<file path="config.mk">
export PLATFORM = sky130hd
export DESIGN_NAME = ram_sp_param
export DESIGN_NICKNAME = d
export VERILOG_FILES = /design/src/rtl/ram_sp_param.sv
export SDC_FILE = /design/constraint.sdc
export NUM_CORES = 2
export LEC_CHECK = 0
export ABC_CLOCK_PERIOD_IN_PS = 9400
export CORE_MARGIN = 3
export CORE_UTILIZATION = 25
export DETAILED_ROUTE_END_ITERATION = 16
export PLACE_DENSITY = 0.45
export SLEW_MARGIN = 10
export SYNTH_ARGS = -nofsm -noshare
export SYNTH_HDL_FRONTEND = slang
export SYNTH_SLANG_ARGS = --single-unit
</file>
<file path="constraint.sdc">
create_clock -name clk -period 9.4 [get_ports clk]
set_input_delay 1.88 -clock clk [delete_from_list [all_inputs] [get_ports clk]]
set_output_delay 1.88 -clock clk [all_outputs]
set_load 0.05 [all_outputs]
</file>
<file path="src/rtl/ram_sp_param.sv">
// Parametrised single-port synchronous RAM with per-lane write mask, selectable
// read-during-write result and a post-reset clear sweep that fills the array.
module ram_sp_param #(
  parameter int                 DATA_W         = 16,
  parameter int                 ADDR_W         = 7,
  parameter int                 LANE_W         = 8,
  parameter int                 RDW_MODE       = 1,
  parameter int                 CLEAR_ON_RESET = 1,
  parameter logic [DATA_W-1:0]  INIT_VAL       = '0,
  localparam int                NL             = DATA_W / LANE_W
) (
  input  logic              clk,
  input  logic              reset,
  input  logic              req,
  input  logic              wr,
  input  logic [ADDR_W-1:0] addr,
  input  logic [DATA_W-1:0] din,
  input  logic [NL-1:0]     wmask,
  output logic              ready,
  output logic [DATA_W-1:0] dout,
  output logic              dout_valid,
  output logic              init_busy
);

  // Handshake: an access is taken on a rising edge where req && ready. ready is
  // low for the whole clear sweep, and req seen while ready is low is dropped.

  typedef enum logic {ST_INIT, ST_IDLE} state_t;

  localparam state_t            RST_STATE = (CLEAR_ON_RESET != 0) ? ST_INIT : ST_IDLE;
  localparam logic [ADDR_W-1:0] PTR_LAST  = '1;
  localparam logic [ADDR_W-1:0] PTR_ONE   = ADDR_W'(1);

  logic [DATA_W-1:0] mem [0:(2**ADDR_W)-1];

  state_t            state;
  logic [ADDR_W-1:0] ptr;
  logic              accept;
  logic [DATA_W-1:0] rd_word;
  logic [DATA_W-1:0] merged;

  assign accept  = req && ready;
  assign rd_word = mem[addr];

  always_comb begin
    merged = rd_word;
    for (int i = 0; i < NL; i++) begin
      if (wmask[i]) merged[i*LANE_W +: LANE_W] = din[i*LANE_W +: LANE_W];
    end
  end

  // Array has no reset; writes are suppressed while reset is held.
  always_ff @(posedge clk) begin
    if (reset) begin
      if (state == ST_INIT)    mem[ptr]  <= INIT_VAL;
      else if (accept && wr)   mem[addr] <= merged;
    end
  end

  always_ff @(posedge clk or negedge reset) begin
    if (!reset) begin
      state      <= RST_STATE;
      ptr        <= '0;
      ready      <= 1'b0;
      init_busy  <= (CLEAR_ON_RESET != 0);
      dout       <= '0;
      dout_valid <= 1'b0;
    end else begin
      dout_valid <= 1'b0;
      case (state)
        ST_INIT: begin
          ptr <= ptr + PTR_ONE;
          if (ptr == PTR_LAST) begin
            state     <= ST_IDLE;
            ready     <= 1'b1;
            init_busy <= 1'b0;
          end
        end
        ST_IDLE: begin
          ready <= 1'b1;
          if (accept) begin
            dout       <= (wr && (RDW_MODE != 0)) ? merged : rd_word;
            dout_valid <= !wr;
          end
        end
        default: state <= RST_STATE;
      endcase
    end
  end

endmodule

</file>
[Yosys cells after proc, flatten, opt, wreduce, memory -nomap -nowiden]
Memory sizes are Yosys's and may differ from the RTL's.
Index checks and enable logic that the tools add are counted.
Operators by class
  muxes and demuxes: 19
  bitwise logic cells: 1
  magnitude comparators: 0
  $mul: 0
  add/sub/neg operators: 1
  eq/ne operators: 2
  reductions and logical operators: 6
  div/mod/pow operators: 0
  shift operators: 0
Operator list (number)
  2-to-1 mux 16 bit: 2
  2-to-1 mux 8 bit: 2
  OR reduction 16 bit: 1
  2-to-1 mux 1 bit: 13
  adder 7 x 1 -> 7 bit (second input constant): 1
  equality test 7 bit (second input constant): 1
  2-to-1 mux 7 bit: 1
  AND reduction 2 bit: 2
  logical AND 1 bit: 2
  != test 2 x 1 -> 1 bit (second input constant): 1
  case mux 1 bit (2 select lines): 1
  zero test 1 bit: 1
  inverter 1 bit: 1
Storage, ports and cells
  memories: 1
  bits in read-only memories: 0
  logic and storage cells: 36
  memory bits (writable): 2048
  bits in latches: 0
  input port bits: 29
  flip-flop bits (word level): 27
Memory list
  mem: words 128, width 16, rd ports 1, clocked after Yosys merged registers in 0, write ports 1, line 34  | logic [DATA_W-1:0] mem [0:(2**ADDR_W)-1];

[Longest topological paths before layout]
  word-level depth: 8
  mapped depth: 11
  depth with buffers taken out: 8

[Least setup slack after synthesis]
OpenSTA, ideal clock, no wires.
  path type: in2reg
  from: in addr[1]
  to: mem mem[0][14] (data pin)
  path slack: -0.085 ns
  stages on the path: 10
  setup time: 1.197 ns
  buffers on the path: 4
  arrival time: 8.288 ns
  cell sequence: buf_4 -> or3_1 -> buf_2 -> buf_2 -> clkbuf_1 -> o22ai_1 -> a211oi_1 -> a21oi_1 -> nand4_1 -> o21ai_0
On the way
  word-level cells in the longest chain between the ends: 3
RTL lines
  start, declared: line 16  | input logic [ADDR_W-1:0] addr,
  memory read (128 x 16 bit)
  2-to-1 mux 8 bit: line 48  | if (wmask[i]) merged[i*LANE_W +: LANE_W] = din[i*LANE_W +: LANE_W];
  2-to-1 mux 16 bit (no line)
  end, declared: line 34
No other way between the ends.

[Worst setup path after layout]
  from: in addr[2]
  to: mem mem[37][4] (data pin)
Same word-level chain as after synthesis.

==> results.txt <==
----------------------------------------------------
[Status]
  Status ... finished, final reports clean

[Worst setup path]
  Worst path slowest cell ... clkdlybuf4s50_1
  Worst Setup Path Type ... in2reg
  Critical path's largest stage delay ... 0.84 ns
  Crit-path max FO ... 116
  Arr. time, crit path ... 6.65 ns
  Type of element launching the critical path ... primary input
  Type of destination of the critical path ... register
  Critical path data required time ... 9.96 ns
  Ordered list of cells on the worst path ... clkdlybuf4s50_1, inv_1, nor2_4, buf_4, a22o_1, nor2_1, a21oi_1, and3_1, nand4_1, o21ai_4, buf_12

[Floorplanning]
  Die Area ... 326000 um2
  Initial standard-cell utilization of the core ... 0.252
  IO Count ... 48
  Area of the core region ... 316000 um2
  Die Width ... 571 um
  Die boundary height ... 571 um
  Number of cell rows ... 206

[Logic synthesis]
  Number of register bits inferred by synthesis ... 2075
  Compound-Gate Fraction of Synth Area ... 0.0409
  Distinct cell type count of the synthesized netlist ... 47
  Cell types occupying the most area after synthesis ... edfxtp_1 77%, mux4_2 11%, mux2i_1 3.2%
  Avg Synthesized Cell Area ... 20.9 um2
  Main combinational cell family by area after synthesis ... multiplexers
  Largest area contributor in the synthesized netlist ... edfxtp_1
  Seq/Total Area, Yosys ... 0.780
  Number of warnings issued by yosys ... 0
  Simple-gate area share of the yosys netlist ... 0.0215
  Number of enable-type register cells in the synthesized netlist ... 2048
  Ys flop type ... edfxtp_1
  Share of flip-flops with an asynchronous set or reset after synthesis ... 0.0130
  Synth Cell Area ... 79800 um2
  Net Count, Synth ... 3838
  Synthesized instance count ... 3808
  Share of cell area taken by muxes after synthesis ... 0.141
  Arithmetic-cell share of the synthesized area counting full adders, half adders and majority gates ... 0.000157
  Xor and xnor fraction of the mapped netlist area ... 0.000659
  Top-area cell type share of the netlist area ... 0.771

[Hold path]
  Min-delay worst type ... reg2reg

[Placed design]
  Placer's final routability congestion estimate ... 0.810
  Setup WS pre-CTS ... 2.43 ns
  Placed inst area ... 86400 um2
  Port buffer count ... 47
  Post-detailed-placement half-perimeter wirelength ... 138000 um

[Layout]
  Utilization after layout ... 0.294
  Fill cell instance count of the final layout ... 30600
  Area growth from synthesis to final layout ... 16.7%
  Fraction of final layout cells with drive strength greater than 1 ... 0.224
  Final net count ... 4093
  Total non-filler cell area in the finished layout ... 93100 um2

[Detailed routing]
  Number of DRC markers after the initial detailed-route iteration ... 4043
  TritonRoute pass-1 iters ... 6
  Detailed-route wire length per cell ... 27.7 um
  Antenna Nets Post-Route ... 0
  Detailed-route vias per instance ... 4.70
  Via count ... 39400
  DRC errors left ... 0
  Detailed Route WL ... 232000 um

[Global route]
  Largest net degree at the start of global routing ... 129
  Global routing usage summed across all routing layers ... 0.140
  Vias in the first global route ... 39900
  Initial antenna violation count ... 4
  Congestion Overflow GR ... 0
  Global-route wire length before repair ... 326000 um

[Power]
  P_int ... 15000 uW
  Clock network power share ... 0.439
  Net switching share of the total power ... 0.209
  Total Power Consumption ... 18900 uW
  Portion of total power attributed to sequential cells ... 0.530
  Switching power of the nets ... 3940 uW
  Cell area power density ... 203 nW/um2
  Leakage dissipation ... 0.0252 uW
  Maximum ir drop on the vdd rail ... 0.000134 V
  Fraction of power consumed by combinational cells ... 0.031

[Clock network]
  Number of setup buffers added after CTS ... 0
  Clock buffer count from CTS ... 220
  CTS-repair resized insts ... 0
  CTS clock-pin slew for the worst setup and hold paths ... 0.06 ns
  Max Buffers Root-to-Sink ... 4
  Clock Sinks ... 2075
  Clock latency on the worst-skew pair ... 0.89 ns
  Clock tree from TritonCTS ... done
  Hold-fix buffers, CTS ... 0
  Number of H-tree levels ... 4
  CTS root buf ... clkbuf_16

[STA]
  Post-route clock period utilization ... 0.648
  Clock period minus worst slack ... 6.09 ns
  Hold violation count in the final report ... 0
  Number of max-slew violations in the final report ... 0
  Maximum clock skew at final layout ... 0.0585 ns
  Setup_tns ... 0 ns
  Final setup violation count ... 0
  Max transition margin ... 0.234
  Unrepaired setup endpoints after global routing ... no
  Tightest Pin Transition ... 1.15 ns
  Maximum clock frequency ... 164 MHz
  Worst Slack Setup Final ... 3.31 ns

[Flow run]
  Max-capacitance violation count ... 0

----------------------------------------------------
==> final timing paths <==
kind	to	from	cells past startpoint	slack, ns
max in group asynchronous	init_busy$_DFFE_PN1P_	reset	2	7.99
min	ptr[0]$_DFFE_PN0N_	ptr[0]$_DFFE_PN0N_	1	0.54
max	mem[37][4]$_DFFE_PP_	addr[2]	11	3.31
min reg2reg	ptr[0]$_DFFE_PN0N_	ptr[0]$_DFFE_PN0N_	1	0.54
max reg2reg	mem[37][4]$_DFFE_PP_	ready$_DFFE_PN0P_	10	5.26
min in group asynchronous	dout_valid$_DFF_PN0_	reset	2	1.02
==> area by class of cell <==
type / count / area [um2] / share of cell area
Clock inverter: 116 / 1010 / 0.0108
Tap cell: 4160 / 5200 / 0.0559
Inverter: 4 / 15.0 / 0.000161
Timing Repair Buffer: 253 / 2350 / 0.0252
Multi-Input combinational cell: 1509 / 16600 / 0.179
Clock buffer: 266 / 5740 / 0.0616
Antenna cell: 2 / 5.00 / 0.0000537
Sequential cell: 2075 / 62200 / 0.668
==> through the flow <==
stage,instances,hold WS [ns]
after floorplan,3808,0.492
after global placement,8001,0.517
after detailed placement,8001,0.518
after CTS,8383,0.528
after global routing,8384,0.573
final,8385,0.541
==> power groups by stage <==
| stage | Clock (uW) | Sequential (uW) | Combinational [uW] |
|---|---|---|---|
| finish | 8300 | 10000 | 580 |
| detailed placement | 0 | 10200 | 591 |
| global route | 8870 | 10000 | 611 |
| CTS | 8510 | 10000 | 592 |
| floorplan | 0 | 10200 | 369 |
| global placement | 0 | 10200 | 592 |
==> placed cells by master, fill, tap and decap left out, types with 12 or more instances in the layout <==
| master | netlist | layout |
|---|---|---|
| edfxtp_1 | 2048 | 2048 |
| mux4_2 | 384 | 384 |
| mux2i_1 | 257 | 257 |
| clkbuf_16 | 0 | 221 |
| buf_4 | 38 | 180 |
| nand2_1 | 140 | 140 |
| nor2_1 | 164 | 140 |
| o22ai_1 | 128 | 128 |
| a211oi_1 | 96 | 96 |
| a22oi_1 | 96 | 96 |
| clkinv_1 | 0 | 49 |
| clkdlybuf4s50_1 | 0 | 44 |
| clkbuf_1 | 80 | 41 |
| clkinv_2 | 0 | 38 |
| a21oi_1 | 33 | 33 |
| a211o_1 | 32 | 32 |
| a22o_1 | 32 | 32 |
| dfrtp_1 | 26 | 26 |
| buf_12 | 1 | 26 |
| and3_1 | 16 | 16 |
| nand4_1 | 16 | 16 |
| o21ai_4 | 0 | 16 |
| o221ai_1 | 16 | 16 |
| bufinv_16 | 0 | 15 |
| nor2_4 | 0 | 14 |
| nand3_1 | 13 | 12 |
| nand2b_1 | 12 | 12 |
==> state kept, by name, indices dropped and copies added, names as in the netlist <==
| signal | cells |
|---|---|
| ready | 1 |
| dout_valid | 1 |
| mem | 2048 |
| init_busy | 1 |
| ptr | 7 |
| dout | 16 |
| state | 1 |
==> critical path, delay by kind of cell <==
| kind | cells | cell delay, ns |
|---|---|---|
| buf+inv | 4 | 1.96 |
| simple gates | 4 | 1.42 |
| compound gates | 3 | 1.13 |
==> layer usage <==
| metal | vias to the layer above | GRT usage | wire, um |
|---|---|---|---|
| li1 | 16400 | - | - |
| met1 | 21500 | 0.194 | 102000 |
| met2 | 1136 | 0.228 | 112000 |
| met3 | 297 | 0.0213 | 11900 |
| met4 | 0 | 0.0399 | 6180 |
| met5 | - | 0 | 0 |
==> synth_stat cells, drive strengths merged (10+ instances only) <==
cell and number:
o22ai 128, nand4 16, clkbuf 81, nand2 140
nand3 13, dfrtp 26, edfxtp 2048, a211oi 96
a211o 32, or2 10, a22o 32, nand2b 12
nor2 165, buf 139, and3 16, o21ai 23
mux4 384, a22oi 96, o221ai 16, a21oi 33
mux2i 257
==> logic make-up (layout without fill, tap and decap cells) <==
family,Yosys count,after routing
other cells,0,2
mux,642,642
compound gates,462,462
fa+ha+maj,1,1
flops,2075,2075
xor+xnor,6,6
simple gates,398,398
buf+inv,224,639
No activity file was read; power rests on OpenSTA's default activity.
